**config.mk**
```make
export PLATFORM = sky130hd
export DESIGN_NAME = mux16_rr_sched_flat
export DESIGN_NICKNAME = d
export VERILOG_FILES = /design/src/rtl/mux16_rr_sched_if.sv /design/src/rtl/mux16_rr_sched.sv /design/src/flat_wrapper.sv
export SDC_FILE = /design/constraint.sdc
export NUM_CORES = 1
export LEC_CHECK = 0
export ABC_AREA = 1
export BUFFER_PORTS_ARGS = -buffer_cell sky130_fd_sc_hd__clkbuf_2
export CAP_MARGIN = 20
export CELL_PAD_IN_SITES_DETAIL_PLACEMENT = 0
export CELL_PAD_IN_SITES_GLOBAL_PLACEMENT = 1
export CORE_ASPECT_RATIO = 1.75
export CORE_MARGIN = 2
export CORE_UTILIZATION = 43
export CTS_CLUSTER_DIAMETER = 150
export DETAILED_ROUTE_END_ITERATION = 8
export GPL_TIMING_DRIVEN = 1
export PLACE_DENSITY = 0.88
export SLEW_MARGIN = 15
export SYNTH_ARGS = -nofsm -noshare
export SYNTH_HDL_FRONTEND = slang
export SYNTH_SLANG_ARGS = --single-unit
```
**constraint.sdc**
```tcl
create_clock -name clk -period 9.41 [get_ports clk]
set_clock_uncertainty 0.1 [all_clocks]
set_input_delay 2.3525 -clock clk [delete_from_list [all_inputs] [get_ports clk]]
set_output_delay 2.3525 -clock clk [all_outputs]
set_load 0.03 [all_outputs]
```
**src/rtl/mux16_rr_sched_if.sv**
```systemverilog
// mux16_rr_sched_if: scheduler handshake bundle; master = scheduler, slave = requesters/consumer.
interface mux16_rr_sched_if;
  logic        en;
  logic        ready;
  logic        valid;
  logic        done;
  logic        timeout;
  logic [15:0] req;
  logic [15:0] grant;
  logic [3:0]  sel;
  modport master (input en, req, ready, output sel, valid, grant, done, timeout);
  modport slave (output en, req, ready, input sel, valid, grant, done, timeout);
endinterface

```
**src/rtl/mux16_rr_sched.sv**
```systemverilog
// mux16_rr_sched: round-robin select for a shared 16:1 mux; MUX16_SCHED_TIMEOUT_EN adds grant abandonment.
module mux16_rr_sched #(
  parameter int NREQ    = 16,
  parameter int TIMEOUT = 15
) (
  input logic             clk,
  input logic             rst,
  mux16_rr_sched_if.master s
);
  if (NREQ != 16) begin : g_bad_nreq
    $error("mux16_rr_sched: NREQ must be 16");
  end
  if (TIMEOUT < 1 || TIMEOUT > 255) begin : g_bad_timeout
    $error("mux16_rr_sched: TIMEOUT must be 1..255");
  end
  typedef enum logic {IDLE, GRANT} state_t;
  state_t     state;
  logic [3:0] ptr;
  logic [3:0] nxt;
  function automatic logic [3:0] winner(input logic [3:0] p, input logic [15:0] r);
    winner = p;
    for (int k = 15; k >= 0; k--)
      if (r[p + 4'(k)]) winner = p + 4'(k);
  endfunction
  assign nxt = s.sel + 4'd1;
  assign s.grant = s.valid ? 16'(1) << s.sel : '0;
`ifdef MUX16_SCHED_TIMEOUT_EN
  logic [7:0] wait_cnt;
`else
  assign s.timeout = 1'b0;
`endif
  always_ff @(posedge clk or posedge rst)
    if (rst) begin
      state   <= IDLE;
      s.sel   <= '0;
      s.valid <= 1'b0;
      s.done  <= 1'b0;
      ptr     <= '0;
`ifdef MUX16_SCHED_TIMEOUT_EN
      s.timeout <= 1'b0;
      wait_cnt  <= '0;
`endif
    end else begin
      s.done <= s.valid & s.ready;
`ifdef MUX16_SCHED_TIMEOUT_EN
      s.timeout <= 1'b0;
`endif
      if (state == IDLE) begin
        if (s.en && |s.req) begin
          state   <= GRANT;
          s.sel   <= winner(ptr, s.req);
          s.valid <= 1'b1;
`ifdef MUX16_SCHED_TIMEOUT_EN
          wait_cnt <= '0;
`endif
        end
      end else if (s.ready) begin
        ptr <= nxt;
        if (s.en && |s.req) begin
          s.sel <= winner(nxt, s.req);
`ifdef MUX16_SCHED_TIMEOUT_EN
          wait_cnt <= '0;
`endif
        end else begin
          state   <= IDLE;
          s.valid <= 1'b0;
        end
      end else begin
`ifdef MUX16_SCHED_TIMEOUT_EN
        // stalled requester is abandoned and moves to lowest priority
        if (wait_cnt == 8'(TIMEOUT - 1)) begin
          state     <= IDLE;
          s.valid   <= 1'b0;
          ptr       <= nxt;
          s.timeout <= 1'b1;
          wait_cnt  <= '0;
        end else
          wait_cnt <= wait_cnt + 8'd1;
`endif
      end
    end
endmodule
```
**src/flat_wrapper.sv**
```systemverilog
// flat-port wrapper written by rule: the top's interface ports become plain ports
module mux16_rr_sched_flat 
#(
  parameter int NREQ    = 16,
  parameter int TIMEOUT = 15
)
  (clk, rst, s_en, s_req, s_ready, s_sel, s_valid, s_grant, s_done, s_timeout);
  mux16_rr_sched_if s_i ();
  input logic clk;
  input logic rst;
  input wire logic [$bits(s_i.en)-1:0] s_en;
  input wire logic [$bits(s_i.req)-1:0] s_req;
  input wire logic [$bits(s_i.ready)-1:0] s_ready;
  output wire logic [$bits(s_i.sel)-1:0] s_sel;
  output wire logic [$bits(s_i.valid)-1:0] s_valid;
  output wire logic [$bits(s_i.grant)-1:0] s_grant;
  output wire logic [$bits(s_i.done)-1:0] s_done;
  output wire logic [$bits(s_i.timeout)-1:0] s_timeout;
  assign s_i.en = s_en;
  assign s_i.req = s_req;
  assign s_i.ready = s_ready;
  assign s_sel = s_i.sel;
  assign s_valid = s_i.valid;
  assign s_grant = s_i.grant;
  assign s_done = s_i.done;
  assign s_timeout = s_i.timeout;
  mux16_rr_sched #(.NREQ(NREQ), .TIMEOUT(TIMEOUT)) u_core (.clk(clk), .rst(rst), .s(s_i));
endmodule
```
==> results of run 1 <==
worst paths after layout:
| path | startpoint | endpoint | slack, ps |
|---|---|---|---|
| min in group asynchronous | rst | u_core.s.done | 1970 |
| hold reg to reg | u_core.s.valid | u_core.s.done | 510 |
| setup / recovery | u_core.s.sel[0] | u_core.s.sel[1] | 4370 |
| max in group asynchronous | rst | u_core.ptr[1] | 6950 |
| hold / removal | u_core.s.valid | u_core.s.done | 510 |
| setup reg to reg | u_core.s.sel[0] | u_core.s.sel[1] | 4370 |
Yosys cell counts, drive strengths merged:
| master | number | area [sq um] |
|---|---|---|
| buf | 22 | 168 |
| nand3 | 121 | 616 |
| o21ai | 20 | 100 |
| o21bai | 2 | 15.0 |
| nand2 | 410 | 1580 |
| xor2 | 14 | 171 |
| nand4 | 3 | 18.8 |
| nor4 | 4 | 25.0 |
| ha | 16 | 200 |
| xnor2 | 2 | 25.0 |
| o2111ai | 1 | 8.76 |
| a31oi | 1 | 6.26 |
| a21boi | 1 | 7.51 |
| o21a | 2 | 16.3 |
| inv | 95 | 359 |
| a21oi | 59 | 295 |
| nor2 | 43 | 161 |
| conb | 1 | 3.75 |
| dfrtp | 11 | 275 |
| clkinv | 1 | 3.75 |
registers in the layout, indices dropped and copies added, names as in the netlist:
signal          count
u_core.state        1
u_core.s.done       1
u_core.s.sel        4
u_core.ptr          4
u_core.s.valid      1
tightest hold or removal path: stages, from the launching register on:
cell	delay, ps
dfrtp_1	440
nand2_1	90
inv_1	50
layer usage:
layer / GRT usage (%) / routed length, microns
met5: 0 / 0
met4: 24.5 / 1460
met3: 1.71 / 446
met2: 59.4 / 8570
met1: 29.1 / 5310
cell type report:
cell class / count / area [sq um]
fillers: 1042 / 4810
multi-input cells: 700 / 3250
inverters: 96 / 363
flip-flops and latches: 11 / 275
repair buffers: 43 / 220
well taps: 120 / 150
clock buffers: 4 / 78.8
cell families after synthesis:
family,after synthesis,share of synthesized area [%]
buffers and inverters,118,13.1
AND/OR/NAND/NOR,581,59.2
other,1,0.0924
AO/OA/AOI/OAI,86,11.1
adder cells (fa/ha/maj),16,4.93
XOR/XNOR,16,4.84
flip-flops,11,6.78
stage by stage:
stage / worst slack (ps) / cells / cell area (sq um) / hold slack [ps] / utilization [%]
global placement: 4610 / 970 / 4260 / 456 / 46.6
global route: 3960 / 974 / 4340 / 555 / 47.4
finish: 4370 / 974 / 4340 / 514 / 47.4
CTS: 4500 / 974 / 4340 / 513 / 47.4
detailed placement: 4510 / 970 / 4260 / 498 / 46.6
floorplan: 5370 / 829 / 4060 / 529 / -
==> run_results.csv, run 1 <==
group,metric,value,unit
timing,relSlewSlack,30.4,%
floorplanning,die_h,133,microns
final_layout,nets,891,
setup_path,path_max_fanout,31,
clocking,numCtsBuffers,3,
global_route,grt_pass1_wl,25100,microns
floorplanning,die_area,10300,sq um
final_layout,antenna_cells,0,
global_route,grt_max_degree,32,
detailed_routing,route.vias.total,5267,
detailed_routing,wl_per_cell,16.2,microns
final_layout,syn_to_final_growth,6.93,%
setup_path,crit_arrival,5120,ps
min_path,min_delay_path_depth,2,
setup_path,critPathMostFrequentCell,"nand2_1",
final_layout,final_cell_mix,"398 x nand2_1, 119 x nand3_1, 80 x inv_1",
floorplanning,boundaryPins,43,
clocking,clkSinkCount,11,
detailed_routing,wirelength,15800,microns
setup_path,slowest_stage,"dfrtp_1",
timing,finalCriticalPeriod,5040,ps
logic_synthesis,yosysUniqueCellTypes,33,
floorplanning,core,9150,sq um
clocking,post-cts-setup-buffers,0,
detailed_routing,vias_per_cell,5.41,
detailed_routing,drt.antenna.violating_nets,0,
global_route,grt_usage,30.8,%
clocking,postCtsResizedCells,0,
floorplanning,die_w,77.5,microns
final_layout,drive_gt1_share,9.60,%
timing,tns,0,ps
setup_path,cp-start-kind,"register",
timing,tightest_slew,1040,ps
logic_synthesis,syn_inst,829,
detailed_routing,drtPass1Iterations,5,
timing,finalHoldViolations,0,
detailed_routing,drt_iter0_drc,349,
logic_synthesis,synth_nets,865,
setup_path,crit_path_end_kind,"register",
clocking,clkTransAtPathRegs,40,ps
min_path,hold_class,"register to register",
timing,rsz0062_at_grt,"false",
placed_design,gp_congestion,1.03,
flow_run,max_cap_violations,0,
timing,finalSetupViolCount,0,
setup_path,cpPeakStageDelay,1020,ps
setup_path,crit_type,"register to register",
detailed_routing,route.detailed.drc,0,
floorplanning,initial_core_util,44.4,%
outcome,status,"finished, final reports clean",
timing,timing.final.crit_share,53.5,%
timing,slew_violations,0,
setup_path,critPathBufInv,2,
logic_synthesis,synth_seq_cells,11,
global_route,grt_pass1_vias,5051,
clocking,h-tree-depth,1,
clocking,clock_path_buffers,2,
clocking,cts_tree,"built",
logic_synthesis,yosysWarnings,0,
setup_path,r2r_cells,28,
setup_path,cp.depth,28,
clocking,root_buffer,"clkbuf_16",
logic_synthesis,seq_area_frac_synth,6.78,%
placed_design,dp_hpwl,12900,microns
logic_synthesis,syn_area_per_cell,4.90,sq um
timing,max_freq,0.199,GHz
floorplanning,core.rowCount,46,
placed_design,io_buffers,41,
clocking,hold_buffers,0,
logic_synthesis,synthesis.area,4060,sq um
setup_path,crit_family,"simple AND/OR/NAND/NOR gates",
setup_path,required,9490,ps
clocking,clkLatencyLatePin,240,ps
final_layout,final_common_cell,"nand2_1",
global_route,antenna_found_initial,0,
global_route,grt_remaining_overflow,0,
Power of run 1 is left out: the tool's default activity adds up to more than one toggle a clock period on the data nets, which glitch-free logic cannot reach.
==> inputs of run 2 (changes only) <==
--- a/config.mk
+++ b/config.mk
@@ -12,11 +12,11 @@
 export CELL_PAD_IN_SITES_GLOBAL_PLACEMENT = 1
 export CORE_ASPECT_RATIO = 1.75
 export CORE_MARGIN = 2
-export CORE_UTILIZATION = 43
+export CORE_UTILIZATION = 36
 export CTS_CLUSTER_DIAMETER = 150
 export DETAILED_ROUTE_END_ITERATION = 8
 export GPL_TIMING_DRIVEN = 1
-export PLACE_DENSITY = 0.88
+export PLACE_DENSITY = 0.79
 export SLEW_MARGIN = 15
 export SYNTH_ARGS = -nofsm -noshare
 export SYNTH_HDL_FRONTEND = slang
==> constraint.sdc (replaced) <==
create_clock -name clk -period 4.45 [get_ports clk]
set_clock_uncertainty 0.1 [all_clocks]
set_input_delay 1.1125 -clock clk [delete_from_list [all_inputs] [get_ports clk]]
set_output_delay 1.1125 -clock clk [all_outputs]
set_load 0.03 [all_outputs]
==> run 2 against run 1 <==
Final area increased by 1.7%; critical path depth increased by 4; sequential share of layout area decreased by 0.11 points; critical path type unchanged; critical endpoint is now u_core.s.sel[2]; largest cell class unchanged; highest routed layer unchanged.
==> run_results.csv, run 2 (same netlist as run 1, synthesis figures left out) <==
group,metric,value,unit
timing,timing.final.crit_share,84.4,%
timing,finalSetupViolCount,0,
detailed_routing,vias_per_cell,5.23,
floorplanning,core.rowCount,51,
min_path,hold_class,"register to register",
timing,relSlewSlack,57.1,%
detailed_routing,top_layer,"met4",
final_layout,top_regs,"u_core.ptr (4), u_core.s.sel (4)",
setup_path,crit_type,"register to register",
setup_path,crit_arrival,3790,ps
setup_path,cpPeakStageDelay,570,ps
detailed_routing,route.vias.total,5200,
clocking,numCtsBuffers,3,
global_route,grt_pass1_vias,4952,
detailed_routing,drt_iter0_drc,236,
floorplanning,boundaryPins,43,
timing,rsz0062_at_grt,"false",
final_layout,nets,899,
setup_path,reg2reg_to,"u_core.s.sel[2]",
min_path,hold-path-endpoint,"u_core.s.done",
setup_path,required,4480,ps
floorplanning,core,11000,sq um
detailed_routing,wl_met2,8020,microns
floorplanning,initial_core_util,36.8,%
detailed_routing,wirelength,15000,microns
outcome,status,"finished, final reports clean",
clocking,root_buffer,"clkbuf_16",
clocking,hold_buffers,0,
global_route,grt_remaining_overflow,0,
final_layout,final_common_cell,"nand2_1",
timing,tightest_slew,638,ps
setup_path,crit_path_end_kind,"register",
global_route,antenna_found_initial,0,
detailed_routing,wl_met1,5360,microns
global_route,grt_pass1_wl,23900,microns
flow_run,max_cap_violations,0,
clocking,postCtsResizedCells,0,
final_layout,syn_to_final_growth,8.78,%
placed_design,dp_hpwl,12400,microns
setup_path,reg2reg_slack,690,ps
setup_path,path_max_fanout,11,
clocking,h-tree-depth,1,
global_route,grt_usage,24.3,%
clocking,clkSinkCount,11,
setup_path,critPathMostFrequentCell,"nand2_1",
min_path,hold_path_startpoint,"u_core.s.valid",
setup_path,slowest_stage,"ha_1",
clocking,clkTransAtPathRegs,40,ps
clocking,clock_path_buffers,2,
setup_path,r2r_cells,32,
floorplanning,die_w,84.3,microns
detailed_routing,wl_met3,440,microns
timing,finalHoldViolations,0,
final_layout,drive_gt1_share,10.4,%
detailed_routing,route.detailed.drc,0,
clocking,clkLatencyLatePin,240,ps
min_path,min_delay_path_depth,2,
setup_path,r2r-start,"u_core.s.sel[1]",
clocking,cts_tree,"built",
detailed_routing,drtPass1Iterations,5,
placed_design,io_buffers,41,
timing,slew_violations,0,
final_layout,final_cell_mix,"398 x nand2_1, 119 x nand3_1, 80 x inv_1",
floorplanning,die_area,12200,sq um
detailed_routing,wl_per_cell,15.1,microns
setup_path,cp-start-kind,"register",
clocking,post-cts-setup-buffers,0,
placed_design,gp_congestion,1.01,
detailed_routing,drt.antenna.violating_nets,0,
timing,tns,0,ps
final_layout,antenna_cells,0,
floorplanning,die_h,144,microns
timing,max_freq,0.266,GHz
global_route,grt_max_degree,31,
timing,finalCriticalPeriod,3760,ps
-- run 2: cell types whose count changed in the layout (fill, tap and decap cells not counted), sizes merged --
cell	delta
buf	+8
-- run 2: through the flow --
step / std cells / hold slack, ps / area, sq um / worst slack [ps] / utilization [%]
2_1_floorplan: 829 / 529 / 4060 / 1190 / -
3_3_place_gp: 990 / 461 / 4340 / 738 / 39.3
3_5_place_dp: 990 / 464 / 4340 / 732 / 39.3
4_1_cts: 994 / 474 / 4420 / 706 / 40.0
5_1_grt: 994 / 525 / 4420 / 213 / 40.0
6_report: 994 / 477 / 4420 / 693 / 40.0
-- run 2: final cells by class --
type	count	area, sq um
fillers	1347	6620
multi-input cells	700	3250
inverters	96	363
repair buffers	51	280
flip-flops and latches	11	275
well taps	132	165
clock buffers	4	78.8
-- run 2: worst max path at each step --
stage	startpoint	endpoint	slack, ps	cells past startpoint
after floorplan	u_core.s.sel[0]	u_core.s.sel[2]	1190	33
after global placement	u_core.s.sel[1]	u_core.s.sel[2]	740	32
after detailed placement	u_core.s.sel[1]	u_core.s.sel[2]	730	32
after CTS	u_core.s.sel[1]	u_core.s.sel[2]	710	32
after global routing	u_core.s.sel[2]	u_core.s.sel[2]	210	32
final	u_core.s.sel[1]	u_core.s.sel[2]	690	32
-- run 2: metal layers --
metal  vias up  GRT usage, %
li1       2681             -
met1      2313          23.6
met2       144          48.4
met3        62         0.856
met4         0          16.9
met5         -             0
-- run 2: critical path, delay by kind of cell, from the launching register on --
family	cells	cell delay, ps
AND/OR/NAND/NOR	25	1520
adder cells (fa/ha/maj)	3	1150
buffers and inverters	4	440
flip-flops	1	430
Power of run 2 is left out for the same reason.
